--- src/rtl/me_pkg.sv ---
// Shared constants for the motion-vector writer: MV word layout, bias and table stride.
// Also holds the FIFO entry type and the word packing helper.
package me_pkg;

    localparam int MV_SAD_LSB = 0;
    localparam int MV_SAD_W   = 14;
    localparam int MV_X_LSB   = 14;
    localparam int MV_Y_LSB   = 19;
    localparam int MV_BLK_LSB = 24;
    localparam int MV_COMP_W  = 5;
    localparam int MV_BLK_W   = 8;

    localparam logic [MV_COMP_W-1:0] MV_BIAS     = 5'd16;
    localparam logic [31:0]          ADDR_STRIDE = 32'd4;

    typedef struct packed {
        logic [31:0] addr;
        logic [31:0] data;
    } mv_entry_t;

    function automatic logic [31:0] pack_mv_word(
        input logic [MV_BLK_W-1:0]  blk,
        input logic [MV_COMP_W-1:0] mv_y,
        input logic [MV_COMP_W-1:0] mv_x,
        input logic [MV_SAD_W-1:0]  sad
    );
        logic [31:0] w;
        w = '0;
        w[MV_BLK_LSB +: MV_BLK_W]  = blk;
        w[MV_Y_LSB   +: MV_COMP_W] = mv_y;
        w[MV_X_LSB   +: MV_COMP_W] = mv_x;
        w[MV_SAD_LSB +: MV_SAD_W]  = sad;
        return w;
    endfunction

endpackage

--- src/rtl/me_mv_writer_fifo.sv ---
// Synchronous result queue; a push into a full queue is accepted when a pop happens in
// the same cycle. The head entry is read straight from the storage registers.
module mv_fifo #(
    parameter int DEPTH = 4,
    parameter int WIDTH = 64
) (
    input  logic                       clk,
    input  logic                       rst,
    input  logic                       push,
    input  logic                       pop,
    input  logic [WIDTH-1:0]           wdata,
    output logic [WIDTH-1:0]           rdata,
    output logic                       full,
    output logic                       empty,
    output logic [$clog2(DEPTH):0]     count
);

    localparam int PTR_W = $clog2(DEPTH);

    logic [WIDTH-1:0] mem [DEPTH];
    logic [PTR_W-1:0] wr_ptr;
    logic [PTR_W-1:0] rd_ptr;
    logic             do_push;
    logic             do_pop;

    assign full    = (count == (PTR_W + 1)'(DEPTH));
    assign empty   = (count == '0);
    assign do_pop  = pop & ~empty;
    assign do_push = push & (~full | do_pop);
    assign rdata   = mem[rd_ptr];

    // NOTE: the storage is reset too because its head drives the output bus directly;
    // at this depth the cost is a handful of flops, larger queues would gate the output instead.
    always_ff @(posedge clk or negedge rst) begin
        if (!rst) begin
            for (int i = 0; i < DEPTH; i++) mem[i] <= '0;
            wr_ptr <= '0;
            rd_ptr <= '0;
            count  <= '0;
        end else begin
            if (do_push) begin
                mem[wr_ptr] <= wdata;
                wr_ptr      <= wr_ptr + 1'b1;
            end
            if (do_pop) rd_ptr <= rd_ptr + 1'b1;
            case ({do_push, do_pop})
                2'b10:   count <= count + 1'b1;
                2'b01:   count <= count - 1'b1;
                default: count <= count;
            endcase
        end
    end

endmodule

--- src/rtl/me_mv_writer.sv ---
// Captures one motion-estimation result per data_valid rise, packs it into an MV table
// word, queues it for the store port and accumulates per-frame SAD totals.
module me_mv_writer
    import me_pkg::*;
#(
    parameter int          SAD_BIT_WIDTH    = 14,
    parameter int          FIFO_DEPTH       = 4,
    parameter int          BLOCKS_PER_FRAME = 396,
    parameter logic [31:0] MV_BASE_ADDR     = 32'h0000_0000
) (
    input  logic                     clk,
    input  logic                     rst,
    input  logic [SAD_BIT_WIDTH-1:0] MSAD,
    input  logic [4:0]               MSAD_column,
    input  logic [4:0]               MSAD_row,
    input  logic                     data_valid,
    output logic                     wr_valid,
    input  logic                     wr_ready,
    output logic [31:0]              wr_addr,
    output logic [31:0]              wr_data,
    output logic                     frame_done,
    output logic [31:0]              frame_sad,
    output logic                     overflow
);

    logic                     data_valid_q;
    logic                     armed;
    logic                     capture;
    logic                     cap_valid;
    logic [SAD_BIT_WIDTH-1:0] cap_msad;
    logic [MV_COMP_W-1:0]     cap_mv_x;
    logic [MV_COMP_W-1:0]     cap_mv_y;
    logic [MV_SAD_W-1:0]      msad_field;
    logic [31:0]              msad_acc;
    logic [15:0]              blk_idx;
    logic [31:0]              acc;
    logic                     pop;
    logic                     accept;
    logic                     drop;
    logic                     head_is_last;
    logic                     fifo_full;
    logic                     fifo_empty;
    logic [$clog2(FIFO_DEPTH):0] fifo_count;
    mv_entry_t                push_entry;
    mv_entry_t                head_entry;

    // armed stays low for the first edge after reset so a level already high is not a rise
    assign capture = data_valid & ~data_valid_q & armed;

    // NOTE: every register below uses non-blocking assignment so all stages update
    // from the same pre-edge values regardless of statement order.
    always_ff @(posedge clk or negedge rst) begin
        if (!rst) begin
            data_valid_q <= 1'b0;
            armed        <= 1'b0;
            cap_valid    <= 1'b0;
            cap_msad     <= '0;
            cap_mv_x     <= '0;
            cap_mv_y     <= '0;
        end else begin
            armed        <= 1'b1;
            data_valid_q <= data_valid;
            cap_valid    <= capture;
            if (capture) begin
                cap_msad <= MSAD;
                cap_mv_x <= MSAD_column - MV_BIAS;
                cap_mv_y <= MSAD_row - MV_BIAS;
            end
        end
    end

    generate
        if (SAD_BIT_WIDTH >= MV_SAD_W) begin : g_sad_trunc
            assign msad_field = cap_msad[MV_SAD_W-1:0];
        end else begin : g_sad_ext
            assign msad_field = {{(MV_SAD_W - SAD_BIT_WIDTH){1'b0}}, cap_msad};
        end
    endgenerate

    assign msad_acc = 32'(cap_msad);

    // NOTE: each output of this block is assigned on every path before any condition,
    // which keeps the logic purely combinational with no inferred storage.
    always_comb begin
        push_entry.addr = MV_BASE_ADDR + ADDR_STRIDE * {16'd0, blk_idx};
        push_entry.data = pack_mv_word(blk_idx[MV_BLK_W-1:0], cap_mv_y, cap_mv_x, msad_field);
    end

    assign wr_valid = (fifo_count != '0);
    assign pop      = wr_ready & ~fifo_empty;
    assign accept   = cap_valid & (~fifo_full | pop);
    assign drop     = cap_valid & fifo_full & ~pop;
    assign wr_addr  = head_entry.addr;
    assign wr_data  = head_entry.data;

    // The block index is recovered from the address so it is exact beyond the 8-bit field
    assign head_is_last = ((head_entry.addr - MV_BASE_ADDR) ==
                           ADDR_STRIDE * 32'(BLOCKS_PER_FRAME - 1));

    mv_fifo #(
        .DEPTH (FIFO_DEPTH),
        .WIDTH (64)
    ) u_fifo (
        .clk   (clk),
        .rst   (rst),
        .push  (accept),
        .pop   (pop),
        .wdata (push_entry),
        .rdata (head_entry),
        .full  (fifo_full),
        .empty (fifo_empty),
        .count (fifo_count)
    );

    always_ff @(posedge clk or negedge rst) begin
        if (!rst) begin
            blk_idx    <= '0;
            acc        <= '0;
            frame_sad  <= '0;
            frame_done <= 1'b0;
            overflow   <= 1'b0;
        end else begin
            if (accept) begin
                blk_idx <= (blk_idx == 16'(BLOCKS_PER_FRAME - 1)) ? 16'd0 : blk_idx + 16'd1;
            end
            if (drop) overflow <= 1'b1;
            frame_done <= pop & head_is_last;
            // A push in the frame-end cycle belongs to the next frame's total
            if (pop && head_is_last) begin
                frame_sad <= acc;
                acc       <= accept ? msad_acc : 32'd0;
            end else if (accept) begin
                acc <= acc + msad_acc;
            end
        end
    end

endmodule

--- config.mk ---
export PLATFORM = sky130hd
export DESIGN_NAME = me_mv_writer
export DESIGN_NICKNAME = d
export VERILOG_FILES = /design/src/rtl/me_pkg.sv /design/src/rtl/me_mv_writer_fifo.sv /design/src/rtl/me_mv_writer.sv
export SDC_FILE = /design/constraint.sdc
export NUM_CORES = 1
export LEC_CHECK = 0
export ABC_AREA = 1
export BUFFER_PORTS_ARGS = -buffer_cell sky130_fd_sc_hd__buf_2
export CAP_MARGIN = 20
export CORE_UTILIZATION = 45
export DETAILED_ROUTE_END_ITERATION = 10
export PLACE_DENSITY = 0.63
export SLEW_MARGIN = 20
export SYNTH_ARGS = -nofsm -noshare
export SYNTH_HDL_FRONTEND = slang
export SYNTH_SLANG_ARGS = --single-unit
--- constraint.sdc ---
create_clock -name clk -period 2.8 [get_ports clk]
set_clock_uncertainty 0.15 [all_clocks]
set_input_delay 0.56 -clock clk [delete_from_list [all_inputs] [get_ports clk]]
set_output_delay 0.56 -clock clk [all_outputs]
set_load 0.05 [all_outputs]
==> impl_metrics.tcl <==
set metrics [dict create \
    synth_cell_types 38 \
    preCtsSetupSlack_ns 0.283 \
    r2r_cells 13 \
    holdPathStages 2 \
    yosys_warnings 0 \
    hold-path-endpoint "cap_mv_x[4]$_DFFE_PN0P_" \
    dp_hpwl_mm 21.7 \
    io_buffers 110 \
    wl_met2_mm 14.9 \
    r2r-start "u_fifo.rd_ptr[0]$_DFFE_PN0P_" \
    max-slew-margin-rel 0.558 \
    outcome "finished, final reports clean" \
    p_leak_uw 0.00789 \
    firstDrtPassIters 7 \
    seq_area_frac_synth 0.518 \
    die_area_um2 30300 \
    r2r_end "acc[15]$_DFFE_PN0P_" \
    cts_tree "built" \
    wl_per_cell_um 15.2 \
    grt_pass1_vias 10600 \
    met3_length_mm 1.67 \
    drive_gt1_frac 0.142 \
    nets 1799 \
    initial_utilization 0.461 \
    grt_pass1_wl_mm 54.5 \
    met1_length_mm 15.7 \
    worst_skew_pair.late_latency_ns 0.57 \
    grt_util_all_layers 0.220 \
    htreeDepth 1 \
    gp_congestion 0.856 \
    critPathCaptureType "primary output" \
    cts.clk_slew.worst_paths_ns 0.06 \
    layout_common_cells "514 x nand2_1, 274 x dfrtp_1, 246 x o21ai_0" \
    cts_max_path_buffers 3 \
    fin_crit_sh 0.974 \
    cts.sinks 276 \
    synth_area_leader_cell "dfrtp_1" \
    final_common_cell "nand2_1" \
    ios 127 \
    multi_input_area_um2 5560 \
    highest_layer "met5" \
    drc_errors 0 \
    synthFlopType "dfrtp_1" \
    ys_async_sr_fraction 1.00 \
    die_h_um 174 \
    antenna_left 0 \
    grt_start_max_net_pins 81 \
    worst_pin_slew_ns 0.662 \
    hold_path_class "input port to register" \
    crit_required_ns 2.09 \
    cp_max_fo 13 \
    coreArea_um2 28900 \
    grt_overflow_total 0 \
    min_from "MSAD_column[4]" \
    vias 11100 \
    ir_drop_uv 1210 \
    synth_area_leaders "dfrtp_1 52%, nand2_1 15%, o21ai_0 9.3%" \
    nFillCells 2770 \
    vias_per_cell 5.12 \
    ys_ff_latch 276 \
    antenna_found_initial 4 \
    syn_to_final_growth_pct 16.9 \
    slew_viol_final 0 \
    row_count 62 \
    rrSetupSlack_ns 0.27 \
    regArea_um2 6910 \
    synth.avg_cell_area_um2 8.02 \
    drt_iter0_markers 891 \
    grt_setup_unrepaired "true" \
    wl_mm 32.8 \
    setup_viol 0 \
    yosysTopAreaCellShare 0.518 \
    numCtsBuffers 31 \
    path_class "register to primary output" \
    pwr_density_cell_nw_per_um2 1220 \
    max_freq_mhz 367 \
    hold-worst-slack_ns 0.0407 \
    syn_inst 1661 \
    cts_root_buf "clkbuf_16" \
    setup_slack_ns 0.0723 \
    start_kind "register" \
    finalHoldViolations 0 \
    power_uw 19100 \
    maxCapViolCount 0 \
    synth_area_um2 13300 \
    period_needed_ns 2.73 \
    die_w_um 174 \
    synth-edff-count 0 \
    critical_path_arrival_ns 2.02 \
]
[sequential cells by signal (all words and copies together), names as in the netlist]
name	cells
overflow	1
u_fifo.rd_ptr	2
blk_idx	16
cap_mv_y	5
frame_done	1
armed	1
cap_msad	14
cap_mv_x	5
frame_sad	32
u_fifo.mem	160
u_fifo.count	3
u_fifo.wr_ptr	2
cap_valid	1
data_valid_q	1
acc	32
[power breakdown]
group          total [uW]  switching (uW)  internal, uW
logic                8800            6140          2660
registers            6080             827          5260
clock network        4210            1620          2590
total               19100            8580         10500
[worst max-delay path by stage]
| stage | start | end | slack, ns | cells past startpoint |
|---|---|---|---|---|
| after floorplan | u_fifo.rd_ptr[0]$_DFFE_PN0P_ | wr_data[10] | 0.27 | 7 |
| after global placement | wr_ready | acc[26]$_DFFE_PN0P_ | 0.33 | 10 |
| after detailed placement | wr_ready | acc[26]$_DFFE_PN0P_ | 0.28 | 11 |
| after CTS | u_fifo.rd_ptr[0]$_DFFE_PN0P_ | wr_data[0] | -0.04 | 5 |
| after global routing | u_fifo.rd_ptr[0]$_DFFE_PN0P_ | wr_addr[10] | -0.004 | 6 |
| final | u_fifo.rd_ptr[0]$_DFFE_PN0P_ | wr_addr[17] | 0.07 | 7 |
[cell usage after synthesis, drive strengths merged, types with 4 or more instances]
| cell | number |
|---|---|
| dfrtp | 276 |
| nand3 | 93 |
| nor3 | 18 |
| o22ai | 27 |
| or2 | 4 |
| nand2 | 530 |
| inv | 131 |
| o21ai | 258 |
| a21oi | 30 |
| buf | 61 |
| ha | 20 |
| nor2 | 121 |
| clkbuf | 44 |
| xnor2 | 8 |
| nand4 | 11 |
| xor2 | 11 |
| nor4 | 5 |
[critical path, cell delays in order (launching register included)]
cell and delay, ns:
dfrtp_4 0.55, buf_4 0.19, inv_6 0.11, nand2_1 0.06, nand3_1 0.07, nand2_1 0.07, inv_1 0.11, buf_2 0.28
[metrics by stage]
step | setup TNS (ns) | cells | area [um2] | utilization
floorplan | 0 | 1676 | 13500 | -
global placement | 0 | 2094 | 14300 | 0.494
detailed placement | 0 | 2094 | 14300 | 0.494
CTS | -0.0364 | 2152 | 15500 | 0.534
global route | -0.00892 | 2156 | 15600 | 0.538
finish | 0 | 2158 | 15600 | 0.539
[metal layers]
metal,global-route usage,up-vias
met4,0.0461,4
met2,0.358,261
met3,0.0322,51
li1,-,5502
met1,0.314,5239
met5,0,-
[logic make-up (layout without fill, tap and decap cells)]
family                     count (synthesis)  in the layout  share of synthesized area
and+or+nand+nor                          787            787                      0.242
AOI/OAI and AO/OA                        319            319                      0.123
DFF                                      276            276                      0.518
buffers and inverters                    236            332                     0.0814
adders and majority gates                 22             22                     0.0218
xor gates and xnor gates                  19             19                     0.0125
other                                      2             19                   0.000564
[repair_timing]
action                     CTS  global route
cloned                       0             2
setup endpoints to repair   28            27
hold endpoints to repair    53             0
setup buffers                0             2
resized for setup           18            25
pin swaps                    0             0
hold buffers                 2             0
[layout make-up]
cell class / count / area share
Clock buffer: 45 / 0.0577
Timing Repair Buffer: 144 / 0.0666
Inverter: 131 / 0.0327
Tap cell: 384 / 0.0308
Multi-Input combinational cell: 1164 / 0.357
Timing Repair inverter: 1 / 0.000562
Sequential cell: 276 / 0.444
Antenna cell: 2 / 0.000321
Clock inverter: 11 / 0.0113
(Power assumes the default switching activity.)
